**config.mk**
```make
export PLATFORM = sky130hd
export DESIGN_NAME = l1_tlb_repl_state
export DESIGN_NICKNAME = d
export VERILOG_FILES = /design/src/rtl/l1_tlb_repl_state_pkg.sv /design/src/rtl/l1_tlb_repl_state_touch.sv /design/src/rtl/l1_tlb_repl_state.sv
export SDC_FILE = /design/constraint.sdc
export NUM_CORES = 1
export LEC_CHECK = 0
export BUFFER_PORTS_ARGS = -buffer_cell sky130_fd_sc_hd__buf_2
export CORE_MARGIN = 1.5
export CORE_UTILIZATION = 45
export CTS_BUF_LIST = sky130_fd_sc_hd__clkbuf_16
export CTS_CLUSTER_DIAMETER = 40
export DETAILED_ROUTE_END_ITERATION = 8
export PLACE_DENSITY_LB_ADDON = 0.3
export SLEW_MARGIN = 0
export SYNTH_ARGS = -nofsm -noshare
export SYNTH_HDL_FRONTEND = slang
export SYNTH_SLANG_ARGS = --single-unit
```
**constraint.sdc**
```tcl
create_clock -name clk -period 2.9 [get_ports clk]
set_clock_uncertainty 0.05 [all_clocks]
set_input_delay 0.435 -clock clk [delete_from_list [all_inputs] [get_ports clk]]
set_output_delay 0.435 -clock clk [all_outputs]
set_load 0.01 [all_outputs]
```
**src/rtl/l1_tlb_repl_state_pkg.sv**
```systemverilog
// Shared L1 TLB replacement definitions: geometry, PLRU node indices and the
// single-way tree touch used by both the state keeper and the victim selector.
package tlb_pkg;

  localparam int NWAYS_L1 = 8;
  localparam int WAY_W    = 3;

  // Node 1 is the root; children of node n are {n,0} and {n,1}.
  localparam logic [2:0] PLRU_ROOT    = 3'd1;
  localparam logic [1:0] PLRU_L1_BASE = 2'b01;  // level-1 nodes {1,b2}
  localparam logic [0:0] PLRU_L2_BASE = 1'b1;   // level-2 nodes {1,b2,b1}

  // Point every node on the path to `way` away from it; bit 0 is never used.
  function automatic logic [7:0] plru_touch(input logic [7:0] state,
                                            input logic [WAY_W-1:0] way);
    logic [7:0] s;
    logic [2:0] n_l1;
    logic [2:0] n_l2;
    s       = state;
    n_l1    = {PLRU_L1_BASE, way[2]};
    n_l2    = {PLRU_L2_BASE, way[2], way[1]};
    s[PLRU_ROOT] = ~way[2];
    s[n_l1]      = ~way[1];
    s[n_l2]      = ~way[0];
    s[0]         = 1'b0;
    return s;
  endfunction

endpackage

```
**src/rtl/l1_tlb_repl_state_touch.sv**
```systemverilog
// Combinational PLRU update applying an optional hit touch followed by an
// optional refill touch, so the refill wins on any node both paths share.
module plru_touch_unit
  import tlb_pkg::*;
(
  input  logic [7:0]       state_i,
  input  logic             hit_en_i,
  input  logic [WAY_W-1:0] hit_way_i,
  input  logic             ref_en_i,
  input  logic [WAY_W-1:0] ref_way_i,
  output logic [7:0]       state_o
);

  // Ordered touches: hit first, refill second.
  always_comb begin
    state_o = state_i;
    if (hit_en_i) state_o = plru_touch(state_o, hit_way_i);
    if (ref_en_i) state_o = plru_touch(state_o, ref_way_i);
    state_o[0] = 1'b0;
  end

endmodule

```
**src/rtl/l1_tlb_repl_state.sv**
```systemverilog
// L1 TLB replacement state: per-way valid bits and 7-node tree-PLRU,
// updated by lookup hits, refills, invalidates and flushes.
//
// Refill protocol: a refill request (refill_valid) is always accepted on the
// clock edge unless flush is high in the same cycle; accepted refills answer
// with refill_ack high for exactly the following cycle. There is no ready.
module l1_tlb_repl_state
  import tlb_pkg::*;
#(
  parameter int NWAYS     = 8,
  parameter int TOUCH_LAT = 1
) (
  input  logic             clk,
  input  logic             reset_n,
  input  logic             hit_valid,
  input  logic [WAY_W-1:0] hit_way,
  input  logic             refill_valid,
  input  logic [WAY_W-1:0] refill_way,
  output logic             refill_ack,
  input  logic             inv_valid,
  input  logic [7:0]       inv_mask,
  input  logic             flush,
  output logic [7:0]       valid,
  output logic [7:0]       plru_val,
  output logic             all_valid
);

  if (NWAYS != NWAYS_L1) begin : g_bad_nways
    $error("l1_tlb_repl_state: only NWAYS=8 is supported");
  end
  if (TOUCH_LAT != 0 && TOUCH_LAT != 1) begin : g_bad_lat
    $error("l1_tlb_repl_state: TOUCH_LAT must be 0 or 1");
  end

  logic [7:0]       valid_q, valid_d;
  logic [7:0]       plru_q, plru_d;
  logic             ack_q, ack_d;
  logic             all_valid_q, all_valid_d;
  logic             pend_valid_q, pend_valid_d;
  logic [WAY_W-1:0] pend_way_q, pend_way_d;

  logic             touch_hit_en;
  logic [WAY_W-1:0] touch_hit_way;
  logic             touch_ref_en;
  logic [7:0]       refill_set;

  // Select the hit touch source (delayed or direct) and gate everything on flush.
  always_comb begin
    touch_hit_en  = 1'b0;
    touch_hit_way = '0;
    pend_valid_d  = 1'b0;
    pend_way_d    = pend_way_q;
    if (TOUCH_LAT == 1) begin
      touch_hit_en  = pend_valid_q & ~flush;
      touch_hit_way = pend_way_q;
      pend_valid_d  = hit_valid & ~flush;
      if (hit_valid) pend_way_d = hit_way;
    end else begin
      touch_hit_en  = hit_valid & ~flush;
      touch_hit_way = hit_way;
    end
    touch_ref_en = refill_valid & ~flush;
  end

  plru_touch_unit u_touch (
    .state_i   (plru_q),
    .hit_en_i  (touch_hit_en),
    .hit_way_i (touch_hit_way),
    .ref_en_i  (touch_ref_en),
    .ref_way_i (refill_way),
    .state_o   (plru_d)
  );

  // Valid vector: refill sets, invalidate clears after it, flush clears all.
  always_comb begin
    refill_set = 8'b0;
    refill_set[refill_way] = refill_valid;
    valid_d = (valid_q | refill_set) & ~(inv_valid ? inv_mask : 8'b0);
    if (flush) valid_d = 8'b0;
    all_valid_d = &valid_d;
    ack_d       = touch_ref_en;
  end

  // State registers with synchronous active-low reset.
  always_ff @(posedge clk) begin
    if (!reset_n) begin
      valid_q      <= 8'b0;
      plru_q       <= 8'b0;
      ack_q        <= 1'b0;
      all_valid_q  <= 1'b0;
      pend_valid_q <= 1'b0;
      pend_way_q   <= '0;
    end else begin
      valid_q      <= valid_d;
      plru_q       <= plru_d;
      ack_q        <= ack_d;
      all_valid_q  <= all_valid_d;
      pend_valid_q <= pend_valid_d;
      pend_way_q   <= pend_way_d;
    end
  end

  assign valid      = valid_q;
  assign plru_val   = plru_q;
  assign refill_ack = ack_q;
  assign all_valid  = all_valid_q;

endmodule

```
### Word level (Yosys, flattened, before mapping)

Cells that the tools add are included.

| operators by class | value |
|---|---|
| order comparisons | 10 |
| mux-type cells | 18 |
| bitwise logic cells | 14 |
| reductions and logical operators | 7 |

Operators by type and width:

| kind | count |
|---|---|
| 8-bit bitwise mux | 4 |
| 8-bit two-way mux | 4 |
| 8-bit bitwise AND | 2 |
| 3-bit by 4-bit < comparator with 1-bit output, second input constant | 3 |
| 3-bit by 1-bit greater-or-equal comparator with 1-bit output, second input constant | 3 |
| 2-bit by 4-bit < comparator with 1-bit output, second input constant | 2 |
| 8-bit inverter | 1 |
| 8-bit OR | 1 |
| 8-bit AND reduction | 1 |
| 1-bit inverter | 7 |
| 1-bit logical AND | 5 |
| 1-bit two-way mux | 5 |
| 1-bit demux with 2-bit select | 2 |
| 2-bit by 1-bit greater-or-equal comparator with 1-bit output, second input constant | 2 |
| 1-bit bitwise AND | 3 |
| 1-bit demux with 3-bit select | 1 |
| 1-bit demux with 1-bit select | 2 |
| 2-bit nonzero test | 1 |

| storage, ports and cells | value |
|---|---|
| register bits after elaboration | 22 |
| input port bits | 20 |
| output and inout bits | 18 |
| word-level logic and storage cells | 57 |

### Longest topological paths before layout

Gate-level depths: netlist of the first run.

| logic depth | value |
|---|---|
| depth after elaboration | 10 |
| gate-level depth with buffers | 5 |
| depth with buffers taken out | 4 |

### Cells and area by module

Synthesis of the first run repeated with hierarchy kept, for this count alone.

| unflattened totals | value |
|---|---|
| cells, all modules | 113 |
| area total of the unflattened synthesis | 1023.5 sq um |

Modules (own cells, without submodules):

| module | instances | cells an instance | area an instance (sq um) | seq. area each (sq um) |
|---|---|---|---|---|
| l1_tlb_repl_state | 1 | 81 | 808.3 | 440.4 |
| plru_touch_unit | 1 | 32 | 215.2 | 0.0 |

### Least setup slack after synthesis of the first run

No wires, ideal clock.

| timing path | value |
|---|---|
| path kind | input-to-reg |
| start | input refill_way[2] |
| end | register plru_q[5], in the netlist plru_val[5] |
| library setup time | 0.095 ns |
| arrival | 1.280 ns |
| slack | 1.474 ns |
| cell stages on the path | 3 |
| buffers on the path | 0 |
| cell sequence | or3b_1 or2_0 a221oi_1 |

| on the way | value |
|---|---|
| longest elaborated chain between the ends | 6 |

Ends and longest elaborated chain:

| item | RTL line | text |
|---|---|---|
| from (decl) | l1_tlb_repl_state.sv:18 | `input logic [WAY_W-1:0] refill_way,` |
| 3-bit by 4-bit < comparator with 1-bit output (not written as such) / 3-bit by 1-bit greater-or-equal comparator with 1-bit output (equally long branches) | l1_tlb_repl_state_pkg.sv:24 | `s[n_l2] = ~way[0];` |
| 1-bit logical AND (not written as such) | l1_tlb_repl_state_pkg.sv:24 |  |
| 1-bit two-way mux (not written as such) | l1_tlb_repl_state_pkg.sv:24 |  |
| 1-bit demux with 2-bit select * | - |  |
| 8-bit bitwise mux * | l1_tlb_repl_state_pkg.sv:24 |  |
| 8-bit two-way mux * | l1_tlb_repl_state_touch.sv:18 | `if (ref_en_i) state_o = plru_touch(state_o, ref_way_i);` |
| to (signal assigned) | l1_tlb_repl_state.sv:95 | `plru_q <= plru_d;` |
| to (decl) | l1_tlb_repl_state.sv:36 | `logic [7:0] plru_q, plru_d;` |

Every way passes the cells marked *; elsewhere a longest branch is shown, timed or not.
A chain may end at the register's enable or synchronous reset.

### Worst setup path after layout of the first run

| timing path | value |
|---|---|
| start | register pend_valid_q |
| end | register plru_q[4], in the netlist plru_val[4] |

| on the way | value |
|---|---|
| longest elaborated chain between the ends | 5 |

Ends and longest elaborated chain:

| item | RTL line | text |
|---|---|---|
| from (decl) | l1_tlb_repl_state.sv:39 | `logic pend_valid_q, pend_valid_d;` |
| from (signal assigned) | l1_tlb_repl_state.sv:98 | `pend_valid_q <= pend_valid_d;` |
| 1-bit bitwise AND * | l1_tlb_repl_state.sv:54 | `touch_hit_en = pend_valid_q & ~flush;` |
| 8-bit two-way mux * | l1_tlb_repl_state_touch.sv:17 | `if (hit_en_i) state_o = plru_touch(state_o, hit_way_i);` |
| 8-bit bitwise mux | l1_tlb_repl_state_pkg.sv:23 | `s[n_l1] = ~way[1];` |
| 8-bit bitwise mux | l1_tlb_repl_state_pkg.sv:24 |  |
| 8-bit two-way mux * | l1_tlb_repl_state_touch.sv:18 |  |

Every way passes the cells marked *; elsewhere a longest branch is shown, timed or not. The select of a mux whose other input is x is not followed.

==> results.cfg, run 1 <==
[timing]
worst_slack_ns = 1.41
min_period_ns = 1.49
hold_violations = 0
worst_hold_slack_ns = 0.344
rsz0062_at_grt = false
timing.final.setup_violations = 0
final.period_utilization = 0.514
finalSetupTns_ns = 0
clock.fmax_mhz = 671
drv_slew = 0

[global_route]
overflow = 0
grt_pass1_wl_mm = 3.81
grt_max_degree = 17
grt_pass1_vias = 901
track_usage = 0.193
antenna_found_initial = 0

[critical_path]
path_cells = or4b_4 > a211oi_1 > a211oi_1
crit_top_cell = a211oi_1
worstPathRequired_ns = 2.97
crit_family = simple AND/OR/NAND/NOR gates
critPathSlowestCell = or4b_4
criticalPathCategory = flop to flop
path_buf_inv = 0
critPathLaunchType = flop
arrival_ns = 1.57
worstSetupEndpointType = flop
cpPeakStageDelay_ns = 0.51
cp_max_fo = 7

[placement]
placed_cell_area_um2 = 1160
hpwl_mm = 1.66
place.port_buffers = 36
gp_congestion = 0.809
pre_cts_ws_ns = 1.15

[power]
power.density_nw_per_um2 = 534
power.leakage_nw = 0.560
vdd_ir_drop_max_uv = 323

[floorplanning]
die_w_um = 49.9
ios = 38
rows = 16
fp.dieH_um = 49.9
die_area_um2 = 2490
coreArea_um2 = 2020
initial_core_util = 0.490

[cells_and_area]
final_util = 0.616
antenna_cells = 0
layout.nets = 168
final_common_cell = buf_2
fin_area_um2 = 1240
drive_gt1_frac = 0.293
final_cell_mix = buf_2, dfxtp_1, nor2_1
final.fill_count = 194
area_delta_synth_final_pct = 25.6

[routing]
drt-pass1-iter-count = 4
drt_wl_total_mm = 2.31
viasPerCell = 5.48
wl_per_cell_um = 13.3
first_iter_violations = 10
vias = 954
drc = 0
ant_nets = 0

[flow_run]
max_cap_viol_count = 0

[logic_synthesis]
yosys_warnings = 0
postSynthAreaPerCell_um2 = 8.62
syn_nets = 135
synth_seq_cells = 21
synth_area_um2 = 991
yosysSeqAreaShare = 0.424
synth_cell_types = 34
synth_ff_type = dfxtp_1
ys_async_sr_fraction = 0
synthCells = 115
synth_edf_count = 0

[cts]
cts_setup_buffers = 0
cts-buffers-inserted = 3
clk_path_buf_depth = 2
clock-root-buffer = clkbuf_16
postCtsHoldBufs = 0
clkTransAtPathRegs_ns = 0.06
cts_tree = yes
ctsResizeCount = 0
clock_sinks = 21
h-tree-depth = 1
clkLatencyLatePin_ns = 0.25

[status]
status = finished, final reports clean

[min_path]
hold_class = input port to flop
## area by class of cell
| type | count | area (µm²) | share of cell area |
|---|---|---|---|
| tap | 27 | 33.8 | 0.0271 |
| sequential | 21 | 420 | 0.338 |
| multi-input combinational | 80 | 508 | 0.408 |
| inverter | 6 | 22.5 | 0.0181 |
| clock buffer | 3 | 75.1 | 0.0603 |
| timing repair buffer | 36 | 180 | 0.145 |
| clock inverter | 1 | 5.00 | 0.00402 |
## through the flow
stage                     total power, W  cells
final                           0.000665    174
after global routing            0.000694    174
after CTS                       0.000673    174
after floorplan                 0.000357    115
after detailed placement        0.000385    170
after global placement          0.000384    170
## final timing paths
check | from | end | slack [ns] | depth (start not counted)
setup reg to reg | pend_valid_q | plru_val[4] | 1.41 | 3
hold / removal | inv_mask[5] | valid[5] | 0.34 | 2
hold reg to reg | plru_val[3] | plru_val[3] | 0.42 | 2
setup / recovery | pend_valid_q | plru_val[4] | 1.41 | 3
## flip-flops by register name, summed over array words and instances, names as in the netlist
register,flops
all_valid,1
refill_ack,1
plru_val,7
valid,8
pend_valid_q,1
pend_way_q,3
## metal layers
metal  part of all wire  GRT usage  vias up
li1                   -          -      483
met1               0.47      0.242      441
met2               0.48      0.347       30
met3              0.047     0.0273        0
met4                  0     0.0417        0
met5                  0          0        -
## Yosys cell counts (4+ instances only)
master,instances,area [µm²]
nor2_1,18,67.6
a211oi_1,8,60.1
a31oi_1,4,25.0
dfxtp_1,21,420
buf_2,5,25.0
a21oi_1,5,25.0
inv_1,6,22.5
nand2_1,6,22.5
mux2i_1,4,40.0
o21ai_0,6,30.0
## kinds of logic after synthesis
logic type / Yosys count / synth area share
AOI/OAI and AO/OA: 30 / 0.202
other: 1 / 0.00378
DFF: 21 / 0.424
buffers and inverters: 14 / 0.0631
and+or+nand+nor: 45 / 0.266
muxes: 4 / 0.0404
## power breakdown
part	internal [W]	switching, W
Clock	0.000185	0.000100
Sequential	0.000299	0.00000821
Combinational	0.0000316	0.0000421
Total	0.000515	0.000150
(Power assumes the default switching activity.)
==> run 2, diff against run 1 <==
--- a/config.mk
+++ b/config.mk
@@ -7,7 +7,7 @@
 export LEC_CHECK = 0
 export BUFFER_PORTS_ARGS = -buffer_cell sky130_fd_sc_hd__buf_2
 export CORE_MARGIN = 1.5
-export CORE_UTILIZATION = 45
+export CORE_UTILIZATION = 42
 export CTS_BUF_LIST = sky130_fd_sc_hd__clkbuf_16
 export CTS_CLUSTER_DIAMETER = 40
 export DETAILED_ROUTE_END_ITERATION = 8
==> constraint.sdc (replaced) <==
create_clock -name clk -period 1.21 [get_ports clk]
set_clock_uncertainty 0.05 [all_clocks]
set_input_delay 0.1815 -clock clk [delete_from_list [all_inputs] [get_ports clk]]
set_output_delay 0.1815 -clock clk [all_outputs]
set_load 0.01 [all_outputs]
==> run 2 against run 1 <==
- the run now ends with setup timing left
- combinational power rose to 3.6 times the previous value
- via count up 15%
- global-route usage increased by 3.3 points
- die area grew 6.7%
- clock-buffer cell count is the same
- core utilization rose by 7.0 points
- routed wire length up 22%
- worst setup slack lost 1.5 ns
- maximum frequency up 12%
- final area grew 22%
- first-iteration DRC count up 70%
- non-clock buffer count grew 22
- critical endpoint unchanged
- highest routed layer is now met4
==> results.cfg, run 2 (synthesis results as in run 1) <==
[status]
status = complete, but fails checks
violations = setup timing

[critical_path]
critPathLaunchType = flop
worstSetupEndpointType = flop
criticalPathCategory = flop to flop
cp_max_fo = 3
worstPathRequired_ns = 1.28
cpPeakStageDelay_ns = 0.55
path_cells = or4b_4 > a211oi_2 > a211oi_2
reg2regPathDepth = 3
critPathSlowestCell = or4b_4
arrival_ns = 1.41
crit_top_cell = a211oi_2

[timing]
drv_slew = 0
timing.final.setup_violations = 1
hold_violations = 0
rsz0062_at_grt = true
min_period_ns = 1.33
final.period_utilization = 1.10
clock.fmax_mhz = 749
worst_slack_ns = -0.124
finalSetupTns_ns = -0.124

[routing]
vias = 1093
drc = 0
drt_wl_total_mm = 2.82
ant_nets = 0
drt-pass1-iter-count = 4
wl_per_cell_um = 14.3
first_iter_violations = 17
viasPerCell = 5.55

[cts]
cts_setup_buffers = 0
clk_path_buf_depth = 2
clock_sinks = 21
cts-buffers-inserted = 3
h-tree-depth = 1
cts_tree = yes
clkLatencyLatePin_ns = 0.25
clock-root-buffer = clkbuf_16
clkTransAtPathRegs_ns = 0.05

[floorplanning]
coreArea_um2 = 2210
die_area_um2 = 2660
fp.dieH_um = 51.6
initial_core_util = 0.448
die_w_um = 51.6
rows = 17
ios = 38

[cells_and_area]
largest_register_ffs = 8
fin_area_um2 = 1520
final.fill_count = 196
layout.nets = 190
fin_cells = 197
antenna_cells = 0
final_common_cell = buf_2
area_delta_synth_final_pct = 53.2
drive_gt1_frac = 0.462
final_cell_mix = buf_2, buf_4, dfxtp_1

[global_route]
grt_pass1_wl_mm = 4.51
track_usage = 0.225
antenna_found_initial = 0
grt_pass1_vias = 1061
overflow = 0
grt_max_degree = 13

[flow_run]
max_cap_viol_count = 0

[min_path]
hold_class = input port to flop
min_path_cells = 2

[placement]
placed_cell_area_um2 = 1370
place.port_buffers = 36
pre_cts_ws_ns = -0.242
dp_cells = 193
gp_congestion = 0.849
hpwl_mm = 2.07

[power]
vdd_ir_drop_max_uv = 742
power.density_nw_per_um2 = 1110
power.leakage_nw = 0.684
==> run 2: cell count changes in the layout (fill, tap and decap cells not counted), moves of 3 or more <==
cell      previous run  this run
dfxtp_1             21        18
nor2_1              18        15
a211oi_1             8         5
buf_4                0        19
a211oi_2             0         3
dfxtp_2              0         3
==> run 2: per-layer routing <==
layer,track usage,routed length (µm)
met1,0.258,1220
met2,0.402,1390
met3,0.0374,157
met4,0.114,51
met5,0,0
==> run 2: path summary, 6_finish.rpt <==
path | start | endpoint | slack (ns)
worst max-delay path | pend_way_q[1] | plru_val[4] | -0.12
worst max register to register | pend_way_q[1] | plru_val[4] | -0.12
worst min-delay path | inv_mask[7] | valid[7] | 0.08
worst min register to register | plru_val[3] | plru_val[3] | 0.42
==> run 2: where the power goes <==
part	leakage (nW)	switching (W)	internal [W]
sequential	0.172	0.0000163	0.000717
clock	0.0409	0.000239	0.000443
combinational	0.471	0.000133	0.000135
total	0.684	0.000389	0.00130
==> run 2: what timing repair did <==
item | 4_1_cts | 5_1_grt
hold buffers | 0 | 0
endpoints found under the setup margin | 4 | 5
resized for setup | 5 | 11
cloned | 0 | 0
pin swaps | 4 | 6
==> run 2: stage by stage <==
step           power (W)  utilization  hold slack (ns)
3_3_place_gp    0.000985        0.618            0.333
5_1_grt          0.00175        0.686           0.0901
3_5_place_dp    0.000991        0.618            0.335
2_1_floorplan   0.000858            -            0.235
4_1_cts          0.00169        0.671           0.0712
6_report         0.00168        0.686           0.0760
==> run 2: final cells by class <==
class,count,area (µm²),area share
Inverter,6,22.5,0.0148
Clock buffer,3,75.1,0.0495
Sequential cell,21,424,0.279
Tap cell,28,35.0,0.0231
Clock inverter,1,5.00,0.00330
Timing Repair Buffer,58,374,0.246
Multi-Input combinational cell,80,582,0.383
==> run 2: critical path: cells and delay by family, from the launching register on <==
| kind | cells | cell delay (ns) |
|---|---|---|
| DFF | 1 | 0.32 |
| AOI/OAI and AO/OA | 2 | 0.28 |
| and+or+nand+nor | 1 | 0.55 |
